**src/rtl/edge_pkg.sv**
```systemverilog
// Shared types and helpers for the multi-channel edge detector.
`timescale 1ns / 1ps

package edge_pkg;

  typedef enum logic [1:0] {
    EDGE_OFF  = 2'b00,
    EDGE_RISE = 2'b01,
    EDGE_FALL = 2'b10,
    EDGE_BOTH = 2'b11
  } edge_mode_t;

  // True when an old->new level transition is one the selected mode reports.
  function automatic logic edge_match(edge_mode_t mode, logic old_lvl, logic new_lvl);
    logic hit;
    hit = 1'b0;
    case (mode)
      EDGE_RISE: hit = ~old_lvl & new_lvl;
      EDGE_FALL: hit = old_lvl & ~new_lvl;
      EDGE_BOTH: hit = old_lvl ^ new_lvl;
      default:   hit = 1'b0;
    endcase
    return hit;
  endfunction

endpackage

```
**src/rtl/edge_chan.sv**
```systemverilog
// One input line: synchroniser, glitch filter, registered edge pulse and sticky flag.
`timescale 1ns / 1ps

module edge_chan
  import edge_pkg::*;
#(
  parameter int unsigned SYNC_STAGES = 2,
  parameter int unsigned FILT_LEN    = 2,
  parameter logic        RST_LEVEL   = 1'b1
) (
  input  logic       clk,
  input  logic       n_rst,
  input  logic       d_in,
  input  logic [1:0] mode,
  input  logic       enable,
  input  logic       clear,
  output logic       d_filt,
  output logic       d_edge,
  output logic       edge_flag
);

  localparam int unsigned CntW = $clog2(FILT_LEN + 1);
  localparam logic [CntW-1:0] CntMax = CntW'(FILT_LEN - 1);

  logic [SYNC_STAGES-1:0] sync_q;
  logic [CntW-1:0]        cnt_q, cnt_d;
  logic                   filt_q, filt_d;
  logic                   edge_q, edge_d;
  logic                   flag_q, flag_d;
  logic                   sync_out;

  assign sync_out = sync_q[SYNC_STAGES-1];

  always_ff @(posedge clk or negedge n_rst) begin
    if (!n_rst) begin
      sync_q <= {SYNC_STAGES{RST_LEVEL}};
      cnt_q  <= '0;
      filt_q <= RST_LEVEL;
      edge_q <= 1'b0;
      flag_q <= 1'b0;
    end else begin
      sync_q <= {sync_q[SYNC_STAGES-2:0], d_in};
      cnt_q  <= cnt_d;
      filt_q <= filt_d;
      edge_q <= edge_d;
      flag_q <= flag_d;
    end
  end

  // A differing level must persist FILT_LEN consecutive samples; any agreeing sample restarts.
  always_comb begin
    cnt_d  = '0;
    filt_d = filt_q;
    edge_d = 1'b0;
    if (sync_out != filt_q) begin
      if (cnt_q == CntMax) begin
        filt_d = sync_out;
        edge_d = enable & edge_match(edge_mode_t'(mode), filt_q, sync_out);
      end else begin
        cnt_d = cnt_q + 1'b1;
      end
    end
    // A fresh edge wins over a simultaneous clear.
    flag_d = (flag_q & ~clear) | edge_d;
  end

  assign d_filt    = filt_q;
  assign d_edge    = edge_q;
  assign edge_flag = flag_q;

endmodule

```
**src/rtl/edge_detect_multi.sv**
```systemverilog
// Multi-channel filtered edge detector; one edge_chan per input line.
`timescale 1ns / 1ps

module edge_detect_multi
  import edge_pkg::*;
#(
  parameter int unsigned NUM_CH      = 4,
  parameter int unsigned SYNC_STAGES = 2,
  parameter int unsigned FILT_LEN    = 2,
  parameter logic        RST_LEVEL   = 1'b1
) (
  input  logic              clk,
  input  logic              n_rst,
  input  logic [NUM_CH-1:0] d_in,
  input  logic [1:0]        mode,
  input  logic              enable,
  input  logic              clear,
  output logic [NUM_CH-1:0] d_filt,
  output logic [NUM_CH-1:0] d_edge,
  output logic [NUM_CH-1:0] edge_flag,
  output logic              edge_any
);

  for (genvar i = 0; i < NUM_CH; i++) begin : g_chan
    edge_chan #(
      .SYNC_STAGES (SYNC_STAGES),
      .FILT_LEN    (FILT_LEN),
      .RST_LEVEL   (RST_LEVEL)
    ) u_chan (
      .clk       (clk),
      .n_rst     (n_rst),
      .d_in      (d_in[i]),
      .mode      (mode),
      .enable    (enable),
      .clear     (clear),
      .d_filt    (d_filt[i]),
      .d_edge    (d_edge[i]),
      .edge_flag (edge_flag[i])
    );
  end

  assign edge_any = |d_edge;

endmodule

```
**config.mk**
```make
export PLATFORM = sky130hd
export DESIGN_NAME = edge_detect_multi
export DESIGN_NICKNAME = d
export VERILOG_FILES = /design/src/rtl/edge_pkg.sv /design/src/rtl/edge_chan.sv /design/src/rtl/edge_detect_multi.sv
export SDC_FILE = /design/constraint.sdc
export NUM_CORES = 1
export LEC_CHECK = 0
export ABC_AREA = 0
export CORE_MARGIN = 5
export CORE_UTILIZATION = 30
export DETAILED_ROUTE_END_ITERATION = 10
export PLACE_DENSITY = 0.53
export SLEW_MARGIN = 10
export SYNTH_ARGS = -nofsm -noshare
export SYNTH_HDL_FRONTEND = slang
export SYNTH_HIERARCHICAL = 1
export SYNTH_SLANG_ARGS = --single-unit
```
**constraint.sdc**
```tcl
create_clock -name clk -period 1.65 [get_ports clk]
set_clock_uncertainty 0.15 [all_clocks]
set_input_delay 0.495 -clock clk [delete_from_list [all_inputs] [get_ports clk]]
set_output_delay 0.495 -clock clk [all_outputs]
set_load 0.03 [all_outputs]
```
; Yosys cells after proc, flatten, opt, wreduce, memory -nomap -nowiden
; Index checks and enable logic that the tools add are counted.
; W data, S select, Z words.
[totals]
reg_bits = 28
output_inout_bits = 13
wordCells = 101
[op_classes]
addsub = 4
eq_ne = 11
n_mux = 28
bitwise_logic = 33
reduce_logical = 5
[op_table]
columns = op, count
row1 = $and A1 B1 Y1, 16
row2 = $mux W1, 16
row3 = $mux W2, 8
row4 = $pmux W1 S3, 4
row5 = $eq A2 B1 Y1 const B, 5
row6 = $not A1 Y1, 9
row7 = $add A2 B1 Y2 const B, 4
row8 = $reduce_and A2 Y1, 4
row9 = $eq A2 B2 Y1 const B, 2
row10 = $ne A1 B1 Y1, 4
row11 = $or A1 B1 Y1, 4
row12 = $reduce_or A4 Y1, 1
row13 = $xor A1 B1 Y1, 4

; Depth between registers and ports, before layout
[logic_depth]
ltp_word = 9
ltp_mapped = 4
depth_no_buf = 4

; Hierarchy
; The synthesis kept the hierarchy.
[by_module_without_submodules]
columns = module, n_inst, cells_each, area_each_um2, seq_area_each_um2
row1 = edge_chan, 4, 20, 276.5, 178.9
row2 = edge_detect_multi, 1, 1, 7.5, 0.0

; Worst setup path before layout
; OpenSTA, ideal clock, no wires.
[synth_path]
path_type = register to register
from = register g_chan[0].u_chan.filt_q
to = register g_chan[0].u_chan.flag_q
setup_time_ns = 0.092
t_arrival_ns = 1.600
t_required_ns = 1.408
setup_slack_ns = -0.192
path_stages_with_launch = 5
n_path_buf = 0
cell_sequence = dfstp_2 inv_1 ha_1 or3b_4 o31ai_2
[synth_via]
elab_chain_len = 9
elab_cells_between_ends = 12
classes_between = eq/ne: 1 / mux: 5 / bitwise: 6
[synth_rtl]
columns = element, line
row1 = "start, declared", edge_chan.sv:27  ; logic filt_q, filt_d;
row2 = "start signal, assigned", edge_chan.sv:44  ; filt_q <= filt_d;
row3 = $not A1 Y1, edge_pkg.sv:18  ; EDGE_RISE: hit = ~old_lvl & new_lvl;
row4 = $and A1 B1 Y1, edge_pkg.sv:18
row5 = $pmux W1 S3, edge_pkg.sv:17  ; case (mode)
row6 = $mux W1, edge_chan.sv:56  ; if (cnt_q == CntMax) begin
row7 = $mux W1, edge_chan.sv:55  ; if (sync_out != filt_q) begin
row8 = $and A1 B1 Y1, edge_chan.sv:58  ; edge_d = enable & edge_match(edge_mode_t'(mode), filt_q, sync_out);
row9 = $mux W1, edge_chan.sv:56
row10 = $mux W1 (*), edge_chan.sv:55
row11 = $or A1 B1 Y1 (*), edge_chan.sv:64  ; flag_d = (flag_q & ~clear) | edge_d;
row12 = net g_chan[0].u_chan.flag_d, edge_chan.sv:29  ; logic flag_q, flag_d;
row13 = "end signal, assigned", edge_chan.sv:46  ; flag_q <= flag_d;
row14 = "end, declared", edge_chan.sv:29
; Mark *: on every way through the listed nets, which the timed path passes. The rest lies on a longest branch. The select of a mux whose other input is x is not followed.
; A chain may end at the register's enable or synchronous reset.

; Final worst setup path
[layout_path]
from = register g_chan[0].u_chan.edge_q
to = output edge_any
[layout_via]
elab_chain_len = 1
[layout_rtl]
columns = element, line
row1 = "start, declared", edge_chan.sv:28  ; logic edge_q, edge_d;
row2 = "start signal, assigned", edge_chan.sv:45  ; edge_q <= edge_d;
row3 = $reduce_or A4 Y1, edge_detect_multi.sv:42  ; assign edge_any = |d_edge;
row4 = "end, declared", edge_detect_multi.sv:21  ; output logic edge_any
; No other way between the ends.

==> reports/summary.txt <==
WHS Path Cells -> 0
Lkg Pwr -> 0.000737 uW
number of hold violations in the final report -> 0
Rows -> 22
buffer and inverter count on the worst path -> 1
Vert. Die Dim -> 70.9 um
Reg2Reg Depth -> 4
global-route wire length before repair -> 3250 um
RSZ-0062 raised after global routing -> true
Multi-input gate area -> 450 sq um
Die W -> 70.9 um
syn_nets -> 99
GPL Wtd Cong -> 0.722
CP endpoint kind -> primary output
final slew viol count -> 0
Layout Area Growth over Synthesis -> 43.5%
VDD IR-drop max -> 0.633 mV
status -> finished, violations left
Final Setup Violations -> 4
Buffers on Ports -> 22
placed cell count -> 157
type of the worst setup path -> reg -> out
Reg-to-Reg End -> g_chan[1].u_chan/edge_flag
count of cell types in the netlist -> 14
clock tree sinks -> 28
Max-Cap Viols -> 0
fin crit share -> 121%
HP Class -> reg -> reg
Via density -> 4.29
mean area per synthesized cell -> 13.7 sq um
Root Driver -> clkbuf_8
H-tree Lvls -> 1
Slowest Stage Delay on Critical Path -> 0.53 ns
r2r startpoint -> g_chan[1].u_chan/d_filt
min-delay src -> g_chan[3].u_chan/sync_q[0]
largest area contributor in the netlist -> dfrtp_1
CP max stage cell -> or4_4
num ports -> 23
Synth Instances -> 81
CP arrival -> 1.35 ns
vias in the first global route -> 746
post-synthesis register bit count -> 28
total CTS buffers -> 3
Worst slew margin -> 78.3%
Initial DRT Pass Iterations -> 3
core box area -> 3630 sq um
Synth area leaders -> dfrtp_1 36%, dfstp_2 28%, ha_1 9.0%, o31ai_2 4.5%, or3b_4 4.0%
global routing's busiest layer -> met2
largest net degree at the start of global routing -> 29
Vias -> 699
total grt overflow -> 0
min setup slack post-route -> -0.347 ns
Post-route DRC -> 0
Cell Count, Final, Fillers Out -> 163
TritonCTS clock tree -> yes
share of post-route cells with drive strength above 1 -> 52.2%
post-synth top area share -> 36.0%
Tot GR Track Use -> 8.40%
clk buf depth -> 2
Final ANT Viol Nets -> 0
initial antenna violation count -> 0
Peak Freq -> 501 MHz
nets -> 135
met3 Track Usage GR -> 1.99%
register area -> 718 sq um
Final Instance Area -> 1600 sq um
Global Route met1 Usage -> 9.59%
Mapped Area -> 1110 sq um
CP cell instances -> or4_4 > buf_6
DRT iter0 DRCs -> 27
Reg clk slew, reported paths -> 0.08 ns
antenna cells -> 0
Detailed Place HPWL -> 1480 um
Slew @ Worst Pin -> 0.325 ns
die area -> 5030 sq um
routed length per placed instance -> 12.0 um
register area share after synthesis -> 64.3%
final total power -> 2330 uW
final WL -> 1960 um
routing usage on met2 -> 13.6%
hold path endpoint -> g_chan[3].u_chan/sync_q[1]
failing checks -> setup timing
Period minus WS final -> 2.00 ns
yosys warns -> 6
Starting Density -> 30.6%
CP startpoint kind -> register
Layout fillers -> 357
clk_lat worst skew -> 0.26 ns
Power per Cell Area -> 1460 nW/um^2
r2r setup slk -> 0.01 ns
Top delay family on crit path -> simple AND/OR/NAND/NOR gates
placed cell area -> 1500 sq um
critical path fanouts, max -> 2
Crit path required time -> 1.00 ns
Place WS -> -0.503 ns
worst max-delay path by stage:
stage	start	cells after the start	slack, ns	end
6_report	g_chan[0].u_chan/d_edge	2	-0.35	edge_any
5_1_grt	g_chan[0].u_chan/d_edge	2	-0.38	edge_any
4_1_cts	g_chan[0].u_chan/d_edge	2	-0.36	edge_any
3_5_place_dp	g_chan[2].u_chan/d_edge	2	-0.50	edge_any
3_3_place_gp	g_chan[2].u_chan/d_edge	2	-0.49	edge_any
2_1_floorplan	g_chan[2].u_chan/d_edge	1	-0.06	edge_any
cell usage in the layout (no fill, tap or decap):
| cell type | count |
|---|---|
| dfstp_2 | 12 |
| mux2i_1 | 4 |
| inv_2 | 4 |
| buf_6 | 8 |
| or4_4 | 1 |
| buf_12 | 1 |
| inv_1 | 4 |
| dfrtp_2 | 2 |
| dfrtp_1 | 14 |
| clkdlybuf4s50_1 | 9 |
| buf_4 | 13 |
| or3b_4 | 4 |
| clkbuf_8 | 3 |
| nor2_1 | 4 |
| o31ai_4 | 1 |
| ha_4 | 4 |
| o31ai_2 | 3 |
| nor3_2 | 4 |
| ha_1 | 4 |
| nand2b_1 | 4 |
| and2_1 | 4 |
| a21oi_1 | 4 |
| o21ai_1 | 4 |
per-layer routing:
| metal | vias to the layer above | wire (um) |
|---|---|---|
| li1 | 338 | - |
| met1 | 341 | 862 |
| met2 | 16 | 936 |
| met3 | 4 | 121 |
| met4 | 0 | 43 |
| met5 | - | 0 |
cells in the mapped netlist:
master,instances
a21oi_1,4
and2_1,4
dfrtp_1,16
dfstp_2,12
ha_1,8
inv_1,8
mux2i_1,4
nand2b_1,4
nor2_1,4
nor3_1,4
o21ai_1,4
o31ai_2,4
or3b_4,4
or4_1,1
per-stage QoR:
stage,setup TNS [ns],utilization (%),hold slack [ns]
global placement,-1.26,41.2,0.196
finish,-0.436,44.0,0.209
global route,-0.708,44.0,0.214
detailed placement,-1.34,41.2,0.197
CTS,-0.498,43.6,0.210
floorplan,-0.418,-,0.0494
sequential cells by signal, summed over array words and instances, names as in the netlist:
signal / flops
g_chan.u_chan/cnt_q: 8
g_chan.u_chan/d_edge: 4
g_chan.u_chan/d_filt: 4
g_chan.u_chan/edge_flag: 4
g_chan.u_chan/sync_q: 8
cell families after synthesis:
| group | Yosys count | share of synthesized area [%] |
|---|---|---|
| AOI/OAI and AO/OA | 12 | 8.09 |
| adders and majority gates | 8 | 8.99 |
| buffers and inverters | 8 | 2.70 |
| DFF | 28 | 64.3 |
| muxes | 4 | 3.60 |
| and+or+nand+nor | 21 | 12.4 |
power by group:
part,total (uW),switching (uW),leakage (uW),internal (uW)
Combinational,1020,505,0.000377,519
Sequential,950,84.6,0.000339,865
Clock,359,195,0.0000216,164
area by class of cell:
cell class | instances | area share, %
multi-input combinational | 45 | 28.2
timing repair buffer | 31 | 18.6
sequential | 28 | 44.9
clock buffer | 3 | 2.58
inverter | 8 | 1.88
tap | 48 | 3.76
repair_timing:
item	CTS	global route
buffers inserted	3	0
pin swaps	4	1
hold buffers	0	0
gates resized for setup	13	2
setup endpoints to repair	6	10
No activity file was read; power rests on OpenSTA's default activity.
